<file path="src/rtl/peak_phase_avg.sv">
`timescale 1ns/1ps
// Peak phase averager: gathers NPEAKS peak records per frame, forms phase relative to peak 0, EMA per peak.
// Latency: eop accepted at edge t -> CALC -> record 0 on source from edge t+2; one record per handshake.
// Backpressure: output held while source_valid & !source_ready; new frames arriving while busy are dropped.
// Option: define PEAK_PHASE_AVG_EN to enable exponential averaging (otherwise raw per-frame values).
module peak_phase_avg #(
  parameter int NPEAKS    = 4,
  parameter int AVG_SHIFT = 3
) (
  input  logic                        clk,
  input  logic                        reset_n,
  input  logic                        sink_sop,
  input  logic                        sink_eop,
  input  logic                        sink_valid,
  input  logic [31:0]                 sink_freq,
  input  logic [31:0]                 sink_mag,
  input  logic [31:0]                 sink_phase,
  input  logic                        source_ready,
  output logic                        source_sop,
  output logic                        source_eop,
  output logic                        source_valid,
  output logic [$clog2(NPEAKS)-1:0]   source_index,
  output logic [31:0]                 source_freq,
  output logic [31:0]                 source_mag,
  output logic [31:0]                 source_dphase,
  output logic [7:0]                  dropped_frames
);

  localparam int IW = $clog2(NPEAKS);
  localparam logic [IW-1:0] LAST = IW'(NPEAKS - 1);
  localparam logic signed [32:0] PH_HALF = 33'sd46080;
  localparam logic signed [32:0] PH_SPAN = 33'sd92160;

  typedef enum logic [1:0] {S_IDLE, S_COLLECT, S_CALC, S_EMIT} state_t;

  state_t state_q, state_d;
  logic [IW-1:0] idx_q, idx_d;
  logic [31:0] freq_q [NPEAKS];
  logic [31:0] freq_d [NPEAKS];
  logic [31:0] mag_q  [NPEAKS];
  logic [31:0] mag_d  [NPEAKS];
  logic [31:0] ph_q   [NPEAKS];
  logic [31:0] ph_d   [NPEAKS];
  // Per-peak results of the last CALC; with averaging enabled these are the running averages.
  logic [31:0] res_mag_q [NPEAKS];
  logic [31:0] res_mag_d [NPEAKS];
  logic [31:0] res_dph_q [NPEAKS];
  logic [31:0] res_dph_d [NPEAKS];
  logic [31:0] calc_mag  [NPEAKS];
  logic [31:0] calc_dph  [NPEAKS];
`ifdef PEAK_PHASE_AVG_EN
  logic first_q, first_d;
`endif
  logic          src_vld_q, src_vld_d, src_sop_q, src_sop_d, src_eop_q, src_eop_d;
  logic [IW-1:0] src_idx_q, src_idx_d;
  logic [31:0]   src_freq_q, src_freq_d, src_mag_q, src_mag_d, src_dph_q, src_dph_d;
  logic [7:0]    drop_q, drop_d;
  logic          drop_inc, ld_en;
  logic [IW-1:0] ld_idx;

  function automatic logic signed [32:0] sx(input logic [31:0] v);
    return $signed({v[31], v});
  endfunction

  // Fold a phase difference back into (-46080, 46080]; inputs never exceed one span out of range.
  function automatic logic signed [32:0] wrap_ph(input logic signed [32:0] d);
    logic signed [32:0] r;
    r = d;
    if (d > PH_HALF) r = d - PH_SPAN;
    else if (d <= -PH_HALF) r = d + PH_SPAN;
    return r;
  endfunction

  // State register.
  always_ff @(posedge clk or negedge reset_n) begin
    if (!reset_n) state_q <= S_IDLE;
    else          state_q <= state_d;
  end

  // Next-state logic: frame collection, one-cycle calculation, streaming emit.
  always_comb begin
    state_d = state_q;
    case (state_q)
      S_IDLE:    if (sink_valid && sink_sop) state_d = S_COLLECT;
      S_COLLECT: if (sink_valid && !sink_sop) begin
                   if (sink_eop)           state_d = (idx_q == LAST) ? S_CALC : S_IDLE;
                   else if (idx_q == LAST) state_d = S_IDLE;
                 end
      S_CALC:    state_d = S_EMIT;
      S_EMIT:    if (src_vld_q && source_ready && src_eop_q) state_d = S_IDLE;
      default:   state_d = S_IDLE;
    endcase
  end

  // Relative phase and (optionally) averaged values for every peak of the collected frame.
  always_comb begin
    logic signed [32:0] dk, em, am, ep, ap;
    for (int k = 0; k < NPEAKS; k++) begin
      dk = wrap_ph(sx(ph_q[k]) - sx(ph_q[0]));
      em = '0; am = '0; ep = '0; ap = '0;
`ifdef PEAK_PHASE_AVG_EN
      if (first_q) begin
        calc_mag[k] = mag_q[k];
        calc_dph[k] = dk[31:0];
      end else begin
        em = sx(mag_q[k]) - sx(res_mag_q[k]);
        am = sx(res_mag_q[k]) + (em >>> AVG_SHIFT);
        ep = wrap_ph(dk - sx(res_dph_q[k]));
        ap = wrap_ph(sx(res_dph_q[k]) + (ep >>> AVG_SHIFT));
        calc_mag[k] = am[31:0];
        calc_dph[k] = ap[31:0];
      end
`else
      calc_mag[k] = mag_q[k];
      calc_dph[k] = dk[31:0];
`endif
    end
  end

  // Datapath and output-register next values per state.
  always_comb begin
    idx_d      = idx_q;
    freq_d     = freq_q;
    mag_d      = mag_q;
    ph_d       = ph_q;
    res_mag_d  = res_mag_q;
    res_dph_d  = res_dph_q;
`ifdef PEAK_PHASE_AVG_EN
    first_d    = first_q;
`endif
    src_vld_d  = src_vld_q;
    src_sop_d  = src_sop_q;
    src_eop_d  = src_eop_q;
    src_idx_d  = src_idx_q;
    src_freq_d = src_freq_q;
    src_mag_d  = src_mag_q;
    src_dph_d  = src_dph_q;
    drop_d     = drop_q;
    drop_inc   = 1'b0;
    ld_en      = 1'b0;
    ld_idx     = '0;
    case (state_q)
      S_IDLE: if (sink_valid && sink_sop) begin
        freq_d[0] = sink_freq; mag_d[0] = sink_mag; ph_d[0] = sink_phase;
        idx_d     = IW'(1);
      end
      S_COLLECT: if (sink_valid) begin
        if (sink_sop) begin
          // A new frame preempts the partial one, which is lost.
          freq_d[0] = sink_freq; mag_d[0] = sink_mag; ph_d[0] = sink_phase;
          idx_d     = IW'(1);
          drop_inc  = 1'b1;
        end else begin
          freq_d[idx_q] = sink_freq; mag_d[idx_q] = sink_mag; ph_d[idx_q] = sink_phase;
          if (sink_eop)           drop_inc = (idx_q != LAST);
          else if (idx_q == LAST) drop_inc = 1'b1;
          else                    idx_d    = idx_q + IW'(1);
        end
      end
      S_CALC: begin
        res_mag_d = calc_mag;
        res_dph_d = calc_dph;
`ifdef PEAK_PHASE_AVG_EN
        first_d   = 1'b0;
`endif
        drop_inc  = sink_valid && sink_sop;
      end
      S_EMIT: begin
        drop_inc = sink_valid && sink_sop;
        if (!src_vld_q) begin
          ld_en  = 1'b1;
          ld_idx = '0;
        end else if (source_ready) begin
          if (src_eop_q) begin
            src_vld_d = 1'b0;
            src_sop_d = 1'b0;
            src_eop_d = 1'b0;
          end else begin
            ld_en  = 1'b1;
            ld_idx = src_idx_q + IW'(1);
          end
        end
      end
      default: ;
    endcase
    if (ld_en) begin
      src_vld_d  = 1'b1;
      src_idx_d  = ld_idx;
      src_sop_d  = (ld_idx == '0);
      src_eop_d  = (ld_idx == LAST);
      src_freq_d = freq_q[ld_idx];
      src_mag_d  = res_mag_q[ld_idx];
      src_dph_d  = res_dph_q[ld_idx];
    end
    if (drop_inc && drop_q != 8'hFF) drop_d = drop_q + 8'd1;
  end

  // Data and output registers.
  always_ff @(posedge clk or negedge reset_n) begin
    if (!reset_n) begin
      idx_q <= '0;
      for (int k = 0; k < NPEAKS; k++) begin
        freq_q[k]    <= '0;
        mag_q[k]     <= '0;
        ph_q[k]      <= '0;
        res_mag_q[k] <= '0;
        res_dph_q[k] <= '0;
      end
`ifdef PEAK_PHASE_AVG_EN
      first_q    <= 1'b1;
`endif
      src_vld_q  <= 1'b0;
      src_sop_q  <= 1'b0;
      src_eop_q  <= 1'b0;
      src_idx_q  <= '0;
      src_freq_q <= '0;
      src_mag_q  <= '0;
      src_dph_q  <= '0;
      drop_q     <= '0;
    end else begin
      idx_q      <= idx_d;
      freq_q     <= freq_d;
      mag_q      <= mag_d;
      ph_q       <= ph_d;
      res_mag_q  <= res_mag_d;
      res_dph_q  <= res_dph_d;
`ifdef PEAK_PHASE_AVG_EN
      first_q    <= first_d;
`endif
      src_vld_q  <= src_vld_d;
      src_sop_q  <= src_sop_d;
      src_eop_q  <= src_eop_d;
      src_idx_q  <= src_idx_d;
      src_freq_q <= src_freq_d;
      src_mag_q  <= src_mag_d;
      src_dph_q  <= src_dph_d;
      drop_q     <= drop_d;
    end
  end

  assign source_valid   = src_vld_q;
  assign source_sop     = src_sop_q;
  assign source_eop     = src_eop_q;
  assign source_index   = src_idx_q;
  assign source_freq    = src_freq_q;
  assign source_mag     = src_mag_q;
  assign source_dphase  = src_dph_q;
  assign dropped_frames = drop_q;

endmodule
</file>
<file path="config.mk">
export PLATFORM = sky130hd
export DESIGN_NAME = peak_phase_avg
export DESIGN_NICKNAME = d
export VERILOG_FILES = /design/src/rtl/peak_phase_avg.sv
export SDC_FILE = /design/constraint.sdc
export NUM_CORES = 2
export LEC_CHECK = 0
export CAP_MARGIN = 40
export CORE_UTILIZATION = 40
export CTS_BUF_LIST = sky130_fd_sc_hd__clkbuf_8
export CTS_CLUSTER_DIAMETER = 60
export CTS_CLUSTER_SIZE = 12
export DETAILED_ROUTE_END_ITERATION = 10
export PLACE_DENSITY = 0.58
export SYNTH_ARGS = -nofsm -noshare
export SYNTH_HDL_FRONTEND = slang
export SYNTH_SLANG_ARGS = --single-unit
</file>
<file path="constraint.sdc">
create_clock -name clk -period 8.5 [get_ports clk]
set_input_delay 1.7 -clock clk [delete_from_list [all_inputs] [get_ports clk]]
set_output_delay 1.7 -clock clk [all_outputs]
set_load 0.02 [all_outputs]
</file>
==> results.cfg <==
[timing]
rsz0062_at_grt = false
slew_violations = 0
post-route-period-util_pct = 59.0
setup_viol = 0
finalHoldViolCount = 0
tightest_slew_ns = 0.937
relSlewSlack_pct = 36.8
clock_skew_ns = 0.0570
setup_tns_ns = 0
clock.fmax_ghz = 0.199
finalCriticalPeriod_ns = 5.01

[critical_path]
reg2reg_depth = 19
worstSetupStartpointType = flip-flop
r2r_end = res_dph_q[63]$_DFFE_PN0P_
crit_required_ns = 9.08
crit_path_start = ph_q[32]$_DFFE_PN0P_
crit_path_max_fanout = 6
critPathKind = flip-flop to flip-flop
cp_cell_sequence = inv_1 -> ha_1 -> inv_1 -> fa_1 -> a21oi_1 -> o21ai_2 -> a21oi_2 -> xnor2_1 -> inv_1 -> ha_1 -> nand2_1 -> a21oi_1 -> a21oi_1 -> nor4_1 -> clkdlybuf4s15_2 -> a211oi_1 -> a32oi_1 -> xnor2_1 -> o21ai_1
reg2reg_slack_ns = 3.49
slowest_stage = a211oi_1
cp_data_arrival_time_ns = 5.60
rr_startpoint = ph_q[32]$_DFFE_PN0P_
critPathCaptureType = flip-flop
setup.worst_path.end = res_dph_q[63]$_DFFE_PN0P_
slowest_delay_ns = 0.55

[die]
core-area_um2 = 93900
chipHeight_um = 311
dieArea_um2 = 96500
placementRows = 112
die_x_um = 311
io_pins = 211
initial_core_util_pct = 40.6

[power_and_ir_drop]
power_leakage_nw = 19.3
p_per_area_nw_per_um2 = 410
power_mw = 17.7
ir_worst_vdd_mv = 0.202

[clock_network]
clock_latency_ns = 0.75
cts_max_level = 3
clock_sinks = 721
ctsResizeCount = 0
ctsHoldBuffers = 0
cts_made_buffers = 78
path_clk_slew_ns = 0.08
clock_path_buffers = 3
postCtsSetupBuffers = 0
cts_root_buf = clkbuf_8
cts_tree = yes

[drt]
vias = 29000
drc = 0
drt_first_pass_iters = 7
ant_nets = 0
drt_iter0_drc = 2237
vias_per_cell = 5.49
wl_per_cell_um = 20.3
wl_mm = 107

[synth]
synth_flop_cell = dfrtp_1
syn_avg_cell_area_um2 = 9.90
synth_top_cell_area_share_pct = 47.3
ys_top_cells_by_area = dfrtp_1 (47%), mux2_2 (11%), nand2_1 (9.0%)
synth.distinct_cells = 119
synthCells = 3852
synth_xor_area_share_pct = 3.29
synth_area_um2 = 38100
synth-compound-area-share_pct = 13.7
muxShareOfSynthArea_pct = 13.0
synth-edff-count = 0
syn_nets = 4072
yosys_warnings = 0
yosysSeqAreaShare_pct = 47.3
synthSimpleGateAreaFrac_pct = 15.7
yosysTopAreaCell = dfrtp_1
synthAdderAreaFrac_pct = 3.93
synth_seq_cells = 721
synth_commonest_cells = nand2_1 (914), dfrtp_1 (721), mux2_2 (358), o21ai_0 (248), clkbuf_1 (141)
ys_async_sr_fraction_pct = 100
synth_top_family_by_area = simple AND/OR/NAND/NOR gates
yosysMostFrequentCell = nand2_1

[global_route]
grt_start_max_net_pins = 229
grt_pass1_wl_mm = 169
overflow = 0
grt_antenna_before_repair = 3
grt_pass1_vias = 28300
grt_usage_pct = 22.1

[placed_design]
gp_congestion = 0.942
port-buffer-count = 210
dp_hpwl_mm = 76.4

[hold_path]
hold_class = flip-flop to flip-flop

[run_status]
outcome = finished, final reports clean

[finish]
fill_cells = 9056
drive_above_1_share_pct = 15.2
nets = 4203
syn2layout_area_growth_pct = 13.4

[job]
cap_violations = 0
-- routing by layer --
metal	vias to the layer above	share of wire, %	track usage, %
li1	13900	-	-
met5	-	0.012	0
met1	14300	48	32.6
met2	700	44	34.0
met3	153	4.8	3.08
met4	2	2.2	5.53
-- how the worst min path moves through the flow --
| stage | startpoint | endpoint | cells after the start |
|---|---|---|---|
| 4_1_cts | calc_mag[107]$_DFFE_PN0P_ | res_mag_q[107]$_DFFE_PN0P_ | 2 |
| 2_1_floorplan | calc_mag[0]$_DFFE_PN0P_ | res_mag_q[0]$_DFFE_PN0P_ | 2 |
| 3_5_place_dp | calc_mag[19]$_DFFE_PN0P_ | res_mag_q[19]$_DFFE_PN0P_ | 2 |
| 6_report | calc_mag[107]$_DFFE_PN0P_ | res_mag_q[107]$_DFFE_PN0P_ | 2 |
| 3_3_place_gp | calc_mag[81]$_DFFE_PN0P_ | res_mag_q[81]$_DFFE_PN0P_ | 2 |
| 5_1_grt | calc_mag[11]$_DFFE_PN0P_ | res_mag_q[11]$_DFFE_PN0P_ | 2 |
-- final cells by class --
cell class,instances,area [µm²],share of cell area (%)
Antenna cell,7,17.5,0.0405
Clock buffer,84,1160,2.68
Clock inverter,29,362,0.837
Inverter,80,300,0.695
Multi-Input combinational cell,2845,19000,44.0
Sequential cell,721,18000,41.8
Tap cell,1254,1570,3.63
Timing Repair Buffer,257,2770,6.40
-- kinds of logic after synthesis --
kind of cell / Yosys count
mux: 451
compound gates: 776
flops: 721
xor+xnor: 137
fa+ha+maj: 118
simple gates: 1363
buf+inv: 286
-- per-stage QoR --
stage	setup slack, ns	utilization, %	instances	cell area (µm²)	hold slack, ns
floorplan	4.45	-	3852	38100	0.433
global placement	3.60	43.9	5137	41300	0.439
detailed placement	3.64	44.4	5156	41700	0.446
CTS	3.63	46.0	5269	43200	0.419
global route	3.26	46.0	5275	43200	0.450
finish	3.49	46.0	5277	43200	0.426
-- report_power, final --
| group | switching [mW] | leakage (nW) | internal, mW |
|---|---|---|---|
| Clock | 1.29 | 0.806 | 1.11 |
| Combinational | 6.36 | 9.14 | 3.74 |
| Sequential | 0.651 | 9.38 | 4.58 |
| Total | 8.30 | 19.3 | 9.43 |
-- critical path: cells and delay by family (launching register included) --
family	cells	cell delay, ns
AO/OA/AOI/OAI	8	1.98
XOR/XNOR	2	0.86
adder cells (fa/ha/maj)	3	0.82
buffers and inverters	4	0.65
flip-flops	1	0.38
AND/OR/NAND/NOR	2	0.19
-- state kept, by name, indices dropped and copies added, names as in the netlist, 8 cells and up --
| signal | cells |
|---|---|
| calc_mag | 128 |
| dropped_frames | 8 |
| freq_q | 128 |
| ph_q | 128 |
| res_dph_q | 96 |
| res_mag_q | 128 |
| source_dphase | 32 |
| source_freq | 32 |
| source_mag | 32 |
-- layout by cell type (no fill, tap or decap), types with 8 or more instances in the layout --
master	netlist	final
a31oi_1	27	27
o2bb2ai_1	8	8
o22ai_1	10	10
a22oi_1	42	42
nand2_1	914	910
mux2i_1	93	93
a211oi_1	20	20
o211ai_1	17	17
nand2b_1	13	12
or4_1	8	8
nor2b_1	9	9
dfrtp_1	721	721
and2_1	22	22
ha_1	115	115
clkdlybuf4s50_1	0	209
buf_16	0	11
o21ai_1	40	40
a21o_1	32	32
mux2_2	358	358
and3_1	24	24
o221ai_1	34	34
buf_4	9	26
or3_1	18	17
xnor2_1	79	79
nand4_1	36	36
nor3_1	49	46
o21a_1	12	12
nand3_1	85	84
a32oi_1	10	10
o31ai_1	14	14
o21ai_0	248	248
clkbuf_8	0	84
a21oi_1	125	125
xor2_1	51	51
a21oi_2	9	9
nor2_1	115	114
nor4_1	11	10
inv_1	79	84
o21bai_1	10	10
and4_1	8	8
Note: power is estimated with default switching activity, not from simulation.
